--- config.mk ---
export PLATFORM = sky130hd
export DESIGN_NAME = mux_arbiter_4
export DESIGN_NICKNAME = d
export VERILOG_FILES = /design/src/rtl/mux_arbiter_4.sv
export SDC_FILE = /design/constraint.sdc
export NUM_CORES = 1
export LEC_CHECK = 0
export BUFFER_PORTS_ARGS = -buffer_cell sky130_fd_sc_hd__buf_2
export CAP_MARGIN = 5
export CORE_MARGIN = 5
export CORE_UTILIZATION = 47
export CTS_CLUSTER_SIZE = 8
export DETAILED_ROUTE_END_ITERATION = 8
export GPL_TIMING_DRIVEN = 0
export PLACE_DENSITY = 0.71
export SYNTH_ARGS = -nofsm -noshare
export SYNTH_HDL_FRONTEND = slang
export SYNTH_SLANG_ARGS = --single-unit
--- constraint.sdc ---
create_clock -name clk -period 1.8 [get_ports clk]
set_clock_uncertainty 0.05 [all_clocks]
set_input_delay 0.36 -clock clk [delete_from_list [all_inputs] [get_ports clk]]
set_output_delay 0.36 -clock clk [all_outputs]
set_load 0.01 [all_outputs]
--- src/rtl/mux_arbiter_4.sv ---
// mux_arbiter_4: round-robin arbiter sharing one 4:1 mux-fed resource among
// four requesters. A grant is held until done, the grantee withdraws, or the
// hold limit expires; on release the next winner is granted in the same edge.
module mux_arbiter_4 #(
  parameter int MAX_HOLD = 16
) (
  input  logic       clk,
  input  logic       rst_n,
  input  logic [3:0] req,
  input  logic       done,
  output logic [3:0] grant,
  output logic [1:0] sel,
  output logic       busy,
  output logic       timeout_err
);

  localparam int CW = (MAX_HOLD > 2) ? $clog2(MAX_HOLD) : 1;

  localparam logic [0:0] IDLE  = 1'b0;
  localparam logic [0:0] GRANT = 1'b1;

  logic [0:0]    state_reg, state_next;
  logic [1:0]    ptr_reg, ptr_next;
  logic [CW-1:0] hold_cnt_reg, hold_cnt_next;
  logic [3:0]    grant_reg, grant_next;
  logic [1:0]    sel_reg, sel_next;
  logic          timeout_reg, timeout_next;

  logic          in_grant;
  logic          abandon;
  logic          hold_max;
  logic          rel_evt;
  logic [1:0]    scan_base;
  logic [1:0]    scan_idx [4];
  logic          win_found;
  logic [1:0]    win_idx;

  assign in_grant = (state_reg == GRANT);
  assign abandon  = ~req[sel_reg];
  assign hold_max = (hold_cnt_reg == CW'(MAX_HOLD - 1));
  assign rel_evt  = in_grant & (done | abandon | hold_max);

  // On release the scan restarts just past the outgoing grantee, so it
  // becomes lowest priority but can still win if it is alone.
  assign scan_base = in_grant ? (sel_reg + 2'd1) : ptr_reg;

  generate
    for (genvar gi = 0; gi < 4; gi++) begin : g_scan
      assign scan_idx[gi] = scan_base + 2'(gi);
    end
  endgenerate

  // Pick the first requesting index in rotated order (lowest offset wins).
  always_comb begin
    win_found = 1'b0;
    win_idx   = 2'd0;
    for (int i = 3; i >= 0; i--) begin
      if (req[scan_idx[i]]) begin
        win_found = 1'b1;
        win_idx   = scan_idx[i];
      end
    end
  end

  // Next-state logic for the FSM, pointer, hold counter and outputs.
  always_comb begin
    state_next    = state_reg;
    ptr_next      = ptr_reg;
    hold_cnt_next = hold_cnt_reg;
    grant_next    = grant_reg;
    sel_next      = sel_reg;
    timeout_next  = 1'b0;
    if (!in_grant) begin
      // done is ignored while idle; sel keeps its last value
      if (win_found) begin
        state_next    = GRANT;
        grant_next    = 4'b0001 << win_idx;
        sel_next      = win_idx;
        hold_cnt_next = '0;
      end
    end else if (rel_evt) begin
      ptr_next     = sel_reg + 2'd1;
      // done wins over a coincident hold-limit expiry
      timeout_next = hold_max & ~done;
      if (win_found) begin
        grant_next    = 4'b0001 << win_idx;
        sel_next      = win_idx;
        hold_cnt_next = '0;
      end else begin
        state_next = IDLE;
        grant_next = 4'b0000;
      end
    end else begin
      hold_cnt_next = hold_cnt_reg + CW'(1);
    end
  end

  // State registers with asynchronous active-low clear.
  always_ff @(posedge clk or negedge rst_n) begin
    if (!rst_n) begin
      state_reg    <= IDLE;
      ptr_reg      <= 2'd0;
      hold_cnt_reg <= '0;
      grant_reg    <= 4'b0000;
      sel_reg      <= 2'd0;
      timeout_reg  <= 1'b0;
    end else begin
      state_reg    <= state_next;
      ptr_reg      <= ptr_next;
      hold_cnt_reg <= hold_cnt_next;
      grant_reg    <= grant_next;
      sel_reg      <= sel_next;
      timeout_reg  <= timeout_next;
    end
  end

  assign grant       = grant_reg;
  assign sel         = sel_reg;
  assign busy        = |grant_reg;
  assign timeout_err = timeout_reg;

endmodule

* Yosys cells after proc, flatten, opt, wreduce, memory -nomap -nowiden
Cells that the tools add are included.
** Cells by class
- Add/sub/neg operators :: 5
- Order comparisons :: 5
- Equality and inequality tests :: 2
- Shift operators :: 1
- Muxes and demuxes :: 34
- Bitwise logic cells :: 6
- Reductions and logical operators :: 4
** Operators by type and width (number)
- 4-bit two-way mux :: 7
- 2-bit two-way mux :: 8
- 2-bit by 3-bit < comparator with 1-bit output (second input constant) :: 5
- 1-bit two-way mux :: 14
- 1-bit binary-select mux with 2-bit select :: 5
- 2-bit by 1-bit adder with 2-bit output (second input constant) :: 2
- 2-bit adder (second input constant) :: 2
- 4-bit by 1-bit adder with 4-bit output (second input constant) :: 1
- 4-bit == test (second input constant) :: 1
- 2-bit AND reduction :: 2
- 4-bit OR reduction :: 1
- 1-bit by 2-bit << shifter with 4-bit output (first input constant) :: 1
- 1-bit AND :: 2
- 2-bit by 1-bit != test with 1-bit output (second input constant) :: 1
- 1-bit inverter :: 2
- 1-bit OR :: 2
- 2-bit nonzero test :: 1
** Storage, ports and cells
- Bits in registers :: 14
- Input port bits :: 7
- Output and inout bits :: 8
- Word-level logic and storage cells :: 63

* Logic depth before layout (Yosys ltp)
Gate-level depths: netlist (run 1).
- Word-level depth :: 13
- Depth in mapped cells :: 6
- Mapped depth without buffers :: 6

* Worst setup path after synthesis (run 1)
OpenSTA, ideal clock, no wires.
- Kind :: register -> register
- From :: reg sel_reg[0] (netlist: sel[0])
- To :: reg grant_reg[3] (netlist: grant[3])
- Setup time :: 0.074 ns
- Data arrival time :: 1.730 ns
- Data required time :: 1.676 ns
- Path slack :: -0.054 ns
- Cell stages (with the launch flop) :: 7
- Buffers on the path :: 1
- Period minus slack after synthesis :: 1.854 ns
- Path through :: dfrtp_1 -> buf_6 -> mux4_2 -> nand3_4 -> nand2_4 -> or3_4 -> o21ai_2
** On the way
- Longest elaborated chain between the ends :: 13
- Elaborated cells on any way between the ends :: 35
- Those cells by class :: add/sub (4); eq/ne (1); shift (1); mux (23); bitwise (4); reduce/logical (2)
** RTL lines
- from (decl) :: RTL line 26 : logic [1:0] sel_reg, sel_next;
- from (signal assigned) :: RTL line 112 : sel_reg <= sel_next;
- 2-bit by 1-bit adder with 2-bit output :: RTL line 45 : assign scan_base = in_grant ? (sel_reg + 2'd1) : ptr_reg;
- 2-bit two-way mux :: RTL line 45
- 2-bit adder :: RTL line 49 : assign scan_idx[gi] = scan_base + 2'(gi);
- 1-bit binary-select mux with 2-bit select :: RTL line 58 : if (req[scan_idx[i]]) begin
- 1-bit two-way mux (implied by the code) :: RTL line 58
- 2-bit two-way mux (4 in a row) :: RTL line 58
- 1-bit by 2-bit << shifter with 4-bit output :: RTL line 77, 86
- 4-bit two-way mux :: RTL line 85 : if (win_found) begin
- 4-bit two-way mux :: RTL line 81 : end else if (rel_evt) begin
- 4-bit two-way mux :: RTL line 73 : if (!in_grant) begin
- to (signal assigned) :: RTL line 111 : grant_reg <= grant_next;
- to (decl) :: RTL line 25 : logic [3:0] grant_reg, grant_next;
Several ways; a longest one is shown, not always the timed one. The select of a mux whose other input is x is not followed.
A chain may end at the register's enable or synchronous reset.

* Final worst setup path (run 1)
- From :: reg sel_reg[0] (netlist: sel[0])
- To :: reg ptr_reg[1]
** On the way
- Longest elaborated chain between the ends :: 7
- Elaborated cells on any way between the ends :: 8
- Those cells by class :: add/sub (1); mux (2); bitwise (4); reduce/logical (1)
** RTL lines
- 1-bit binary-select mux with 2-bit select :: RTL line 39 : assign abandon = ~req[sel_reg];
- 1-bit two-way mux (implied by the code) :: RTL line 39
- 1-bit inverter :: RTL line 39
- 1-bit OR (2 in a row) :: RTL line 41 : assign rel_evt = in_grant & (done | abandon | hold_max);
- 1-bit AND :: RTL line 41
- 2-bit AND reduction (no source line)
- to (signal assigned) :: RTL line 109 : ptr_reg <= ptr_next;
- to (decl) :: RTL line 23 : logic [1:0] ptr_reg, ptr_next;
Several ways; a longest one is shown, not always the timed one. The select of a mux whose other input is x is not followed.

==> metrics.txt, run 1 <==
combinational share of power 49.1%; slowest library cell on the worst path mux4_2; Max Cap Viol 0; Mapped Area 798.3 um^2; DRC 0; post-synthesis sequential area ratio 43.89%; First DRT Iteration DRCs 23; switch share 37.22%; largest net degree at the start of global routing 15; post-route ant nets 0; Synth Instances 83; Total GRT Usage 13.92%; Util after Layout 64.13%; Tmin final 1.813 ns; worst path arrival time just under 2 ns; deepest clock path buffer count 2; Via density 5.661; DRT Pass-1 Iters 4; Yosys reg bits 14; Clock Power Share between 10% and 20%; Leak approximately 0.48 nW; share of layout cells above drive strength 1 a little over a third; antenna violations before repair 0; Routability Congestion 0.8274; PwrDens 1445 nW/um^2; vias in the first global route 660; Top Ports 15; number of port buffers 14; # rows 14; Worst-Margin Slew 0.3972 ns; violated checks negative setup slack; chip width a little over 50 um; DP Wirelength 1.188 mm; DR vias 702; area growth from synthesis to layout 25.24%; Setup crit start sel[0]; Multi-input gate area around 420 um^2; final setup fails 1; hold_sp req[2]; Initial Util roughly half; final wirelength roughly 1.7 mm; hold crit path type input pin to flip-flop; Clock transition at path regs 0.08 ns; switching power total 0.5375 mW; first-pass GRT wire length 2.704 mm; Startpoint Class flip-flop; CTS Buf Count 3; delay-heaviest family, CP multiplexers; Required @ worst endpoint 1.92 ns; Syn. warnings 0; Core Box Area 1559 um^2; Worst Setup End Kind flip-flop; RR Startpoint sel[0]; remaining global-route overflow 0; die area 2622 um^2; Clock Latency Late Sink 0.28 ns; cell internal pwr 0.9067 mW; Synthesized Nets 91; fill count between 100 and 150; FMAX about 550 MHz; Die Y approximately 50 um; Reg area 350.3 um^2; TritonCTS Sinks 14; crit path buf inv count 1; final hold slack 0.3834 ns; Layout Nets about 120; Max-slew headroom 73.24%; final hold viol count 0; CTS H-tree depth 1; Max FO, Critical Path 5; Pins Over Slew Limit 0; cells along the critical path buf_6 > mux4_2 > nand2_1 > o21a_1 > mux2_4; Yosys cell types 34; CTS tree done; critical path class flip-flop to flip-flop; RSZ-0062 raised after global routing true; worst vdd ir 0.7939 mV; outcome finished, violations left; fin crit share 100.7%; Final WS setup -0.01264 ns; register share of total power 35.4%; Place WS -0.2052 ns; wire length per cell 13.31 um; clk root buf clkbuf_4; diode count 0; max incr delay on CP around 0.54 ns; Avg Cell Area, Syn between 9 and 10 um^2; sum of negative setup slack -0.01264 ns
-- synth_stat cells --
master / n / share of area (%)
mux4_2: 1 / 2.8
dfrtp_1: 14 / 44
nor2b_1: 3 / 2.4
o21ai_2: 1 / 1.1
ha_1: 1 / 1.6
nand2b_1: 1 / 0.78
nor4_1: 1 / 0.78
o21ai_0: 10 / 6.3
a21oi_1: 2 / 1.3
xor2_1: 1 / 1.1
buf_6: 1 / 1.4
and2b_2: 1 / 1.1
and2b_1: 1 / 0.94
or3_4: 1 / 1.4
o21a_1: 1 / 0.94
a21o_1: 1 / 0.94
or4_1: 1 / 0.94
nand3_1: 5 / 3.1
o31ai_1: 2 / 1.9
nand4_1: 1 / 0.78
nand3_4: 1 / 2.2
buf_4: 1 / 0.94
inv_1: 5 / 2.4
nand2_1: 11 / 5.2
nand2_4: 1 / 1.4
a32o_1: 2 / 2.5
or2_2: 1 / 0.78
or3_1: 1 / 0.78
nor2_1: 3 / 1.4
a311o_1: 1 / 1.3
nand3b_1: 3 / 2.8
a21boi_0: 1 / 0.94
clkbuf_2: 1 / 0.63
mux2_2: 1 / 1.4
-- path summary, 6_finish.rpt --
kind | end | slack, ns | depth (start not counted)
max reg2reg | ptr_reg[1] | -0.01 | 5
max in group asynchronous | sel[1] | 1.02 | 2
min | hold_cnt_reg[0] | 0.38 | 4
max | ptr_reg[1] | -0.01 | 5
min in group asynchronous | hold_cnt_reg[3] | 0.45 | 2
min reg2reg | hold_cnt_reg[3] | 0.45 | 1
-- through the flow --
stage	cells	cell area (um^2)	total power, mW
CTS	122	964.7	1.410
floorplan	83	798.3	0.9456
finish	124	999.7	1.444
global placement	113	888.4	1.110
global route	124	999.7	1.560
detailed placement	113	888.4	1.128
-- power groups by stage --
stage               registers [mW]  clock network (mW)  logic [mW]
detailed placement           0.495                   0       0.633
finish                       0.512               0.224       0.708
floorplan                    0.513                   0       0.432
global placement             0.489                   0       0.621
CTS                          0.487               0.236       0.687
global route                 0.527               0.254       0.779
-- worst register-to-register path, cell delays in order (launching register included) --
cell and delay [ns]:
dfrtp_1 0.37, buf_6 0.12, mux4_2 0.54, nand2_1 0.09, o21a_1 0.22, mux2_4 0.32
-- per-layer routing --
layer	global-route usage (%)	vias to the layer above	wire, um
li1	-	348	-
met5	0	-	0
met2	22.96	17	797
met4	9.170	0	28
met3	2.907	3	74
met1	16.33	334	750
-- repair_timing --
action	CTS	global route
buffers inserted	4	3
pin swaps	0	6
endpoints found under the setup margin	4	7
hold buffers	1	0
endpoints found under the hold margin	14	0
resized for setup	1	6
-- layout by cell type, fill, tap and decap left out, types with 2 or more instances in the layout --
cell type	n
nor2b_1	3
o21ai_0	8
clkbuf_4	3
dfrtp_1	14
nand3b_1	3
o21ai_1	2
inv_1	5
nand2_1	11
nand3_1	5
nor2_1	3
o31ai_1	2
buf_2	14
a32o_1	2
buf_4	8
-- cell families (layout without fill, tap and decap cells) --
logic type / Yosys count / after routing / synth area share [%]
AND/OR/NAND/NOR: 36 / 36 / 26.81
AO/OA/AOI/OAI: 21 / 21 / 17.09
flip-flops: 14 / 14 / 43.89
buffers and inverters: 8 / 33 / 5.329
multiplexers: 2 / 2 / 4.232
adder cells (fa/ha/maj): 1 / 1 / 1.567
XOR/XNOR: 1 / 1 / 1.097
-- area by class of cell --
class / count / share of cell area (%)
flip-flops and latches: 14 / 35.04
plain buffers: 2 / 1.877
well taps: 16 / 2.003
multi-input cells: 61 / 42.30
inverters: 5 / 1.877
clock buffers: 4 / 3.630
repair buffers: 22 / 13.27
(Power assumes the default switching activity.)
==> inputs of run 2 (changes only) <==
CAP_MARGIN = 20   (was 5)
CORE_UTILIZATION = 50   (was 47)
CTS_BUF_LIST = sky130_fd_sc_hd__clkbuf_8   (was unset)
PLACE_DENSITY = 0.75   (was 0.71)
==> run 2 against run 1 <==
Net effect: the run now ends clean; sequential share of layout area shrank 0.13 points; via count is 3.8% lower; clock-buffer cell count stayed put; core utilization grew 2.5 points; register-to-register slack gained 0.03 ns; largest power group unchanged.
==> metrics.txt, run 2 (synthesized netlist as in run 1, its figures left out) <==
Multi-input gate area 419.2 um^2 (was 422.9 um^2); chip width 49.96 um (was 51.21 um); combinational share of power 45.7% (was 49.1%); number of port buffers 14 (unchanged); Top Ports 15 (unchanged); cells along the critical path buf_6 > mux4_2 > nand3_4 > nand2_4 > or3_4 > o21ai_2 (was buf_6 > mux4_2 > nand2_1 > o21a_1 > mux2_4); clk root buf clkbuf_8 (was clkbuf_4); fin crit share 98.84% (was 100.7%); PwrDens 1505 nW/um^2 (was 1445 nW/um^2); # rows 14 (unchanged); DR vias 675 (was 702); Post-Place Cells 113 (unchanged); Final WS setup 0.02083 ns (was -0.01264 ns); CTS H-tree depth 1 (unchanged); area growth from synthesis to layout 25.70% (was 25.24%); wire length per cell 13.56 um (was 13.31 um); Clock transition at path regs 0.06 ns (was 0.08 ns); Max FO, Critical Path 7 (was 5); worst vdd ir 0.7630 mV (was 0.7939 mV); non-filler cells, final 122 (was 124); sum of negative setup slack 0 ns (was -0.01264 ns); Core Box Area 1506 um^2 (was 1559 um^2); Clock Latency Late Sink 0.25 ns (was 0.28 ns); CTS Buf Count 3 (unchanged); slowest library cell on the worst path mux4_2 (unchanged); largest net degree at the start of global routing 15 (unchanged); Via density 5.533 (was 5.661); fill count 122 (was 130); First DRT Iteration DRCs 15 (was 23); DRC 0 (unchanged); vias in the first global route 675 (was 660); switch share 35.79% (was 37.22%); remaining global-route overflow 0 (unchanged); Required @ worst endpoint 1.93 ns (was 1.92 ns); Worst Setup End Kind flip-flop (unchanged); DRT Pass-1 Iters 4 (unchanged); register share of total power 33.9% (was 35.4%); Place WS -0.2280 ns (was -0.2052 ns); Reg area 350.3 um^2 (unchanged); cell internal pwr 0.9699 mW (was 0.9067 mW); Layout Nets 115 (was 117); DP Wirelength 1.180 mm (was 1.188 mm); deepest clock path buffer count 2 (unchanged); max incr delay on CP 0.55 ns (was 0.54 ns); Startpoint Class flip-flop (unchanged); Max Cap Viol 0 (unchanged); post-route ant nets 0 (unchanged); FMAX 562.1 MHz (was 551.7 MHz); final wirelength 1.654 mm (was 1.651 mm); Leak 0.4745 nW (was 0.4755 nW); switching power total 0.5406 mW (was 0.5375 mW); first-pass GRT wire length 2.884 mm (was 2.704 mm); Max-slew headroom 73.17% (was 73.24%); Worst-Margin Slew 0.3992 ns (was 0.3972 ns); Clock Power Share 20.4% (was 15.5%); diode count 0 (unchanged); hold crit path type input pin to flip-flop (unchanged); TritonCTS Sinks 14 (unchanged); Pins Over Slew Limit 0 (unchanged); Total GRT Usage 15.12% (was 13.92%); share of layout cells above drive strength 1 33.02% (was 35.19%); RSZ-0062 raised after global routing true (unchanged); final total power 1.510 mW (was 1.444 mW); critical path class flip-flop to flip-flop (unchanged); Initial Util 52.99% (was 51.20%); Die Y 49.96 um (was 51.21 um); final hold viol count 0 (unchanged); Tmin final 1.779 ns (was 1.813 ns); commonest non-fill, non-tap cells in the layout dfrtp_1, buf_2, nand2_1 (unchanged); outcome complete, no violations (was finished, violations left); die area 2496 um^2 (was 2622 um^2); worst path arrival time 1.91 ns (was 1.93 ns); antenna violations before repair 0 (unchanged); CTS tree done (unchanged); Routability Congestion 0.7260 (was 0.8274); final setup fails 0 (was 1)
[run 2: cell count changes in the layout (fill, tap and decap cells not counted), sizes merged]
| cell | change |
|---|---|
| buf | -2 |
[run 2: final cells by class]
type	count	area share, %
multi-input cells	61	41.77
well taps	16	1.995
inverters	5	1.870
flip-flops and latches	14	34.91
repair buffers	20	12.09
clock buffers	4	5.486
plain buffers	2	1.870
[run 2: per-stage QoR]
stage	utilization [%]	area (um^2)	hold slack [ns]
floorplan	-	798.3	0.01441
global placement	58.97	888.4	0.2184
detailed placement	58.97	888.4	0.2283
CTS	63.46	955.9	0.4242
global route	66.61	1003	0.4383
finish	66.61	1003	0.4241
[run 2: what timing repair did]
item | in CTS | in global routing
endpoints found under the hold margin | 14 | 0
endpoints found under the setup margin | 2 | 7
pin swaps | 1 | 4
buffers inserted | 1 | 4
hold buffers | 1 | 0
resized for setup | 0 | 7
[run 2: worst paths after layout]
kind                                      start         endpoint  slack, ns  depth (start not counted)
worst max-delay path                     sel[0]         grant[3]       0.02                          6
worst min-delay path                     req[2]  hold_cnt_reg[0]       0.42                          4
worst max register to register           sel[0]         grant[3]       0.02                          6
worst min register to register  hold_cnt_reg[3]  hold_cnt_reg[3]       0.44                          1
max in group asynchronous                 rst_n           sel[1]       0.99                          2
min in group asynchronous                 rst_n       ptr_reg[1]       0.48                          2
[run 2: power groups by stage]
stage	logic [mW]	registers, mW	clock network [mW]
after floorplan	0.432	0.513	0
after global routing	0.770	0.535	0.339
final	0.690	0.512	0.308
after CTS	0.616	0.512	0.318
after global placement	0.621	0.491	0
after detailed placement	0.633	0.494	0
[run 2: critical path, delay by kind of cell (launching register included)]
| kind | cells | cell delay (ns) |
|---|---|---|
| AOI/OAI and AO/OA | 1 | 0.11 |
| buffers and inverters | 1 | 0.13 |
| DFF | 1 | 0.35 |
| muxes | 1 | 0.55 |
| and+or+nand+nor | 3 | 0.52 |
[run 2: metal layers]
layer | part of all wire, % | GRT usage, %
met1 | 44 | 18.18
met3 | 4.7 | 6.325
met5 | 0 | 0
met2 | 50 | 23.94
met4 | 0.48 | 5.240
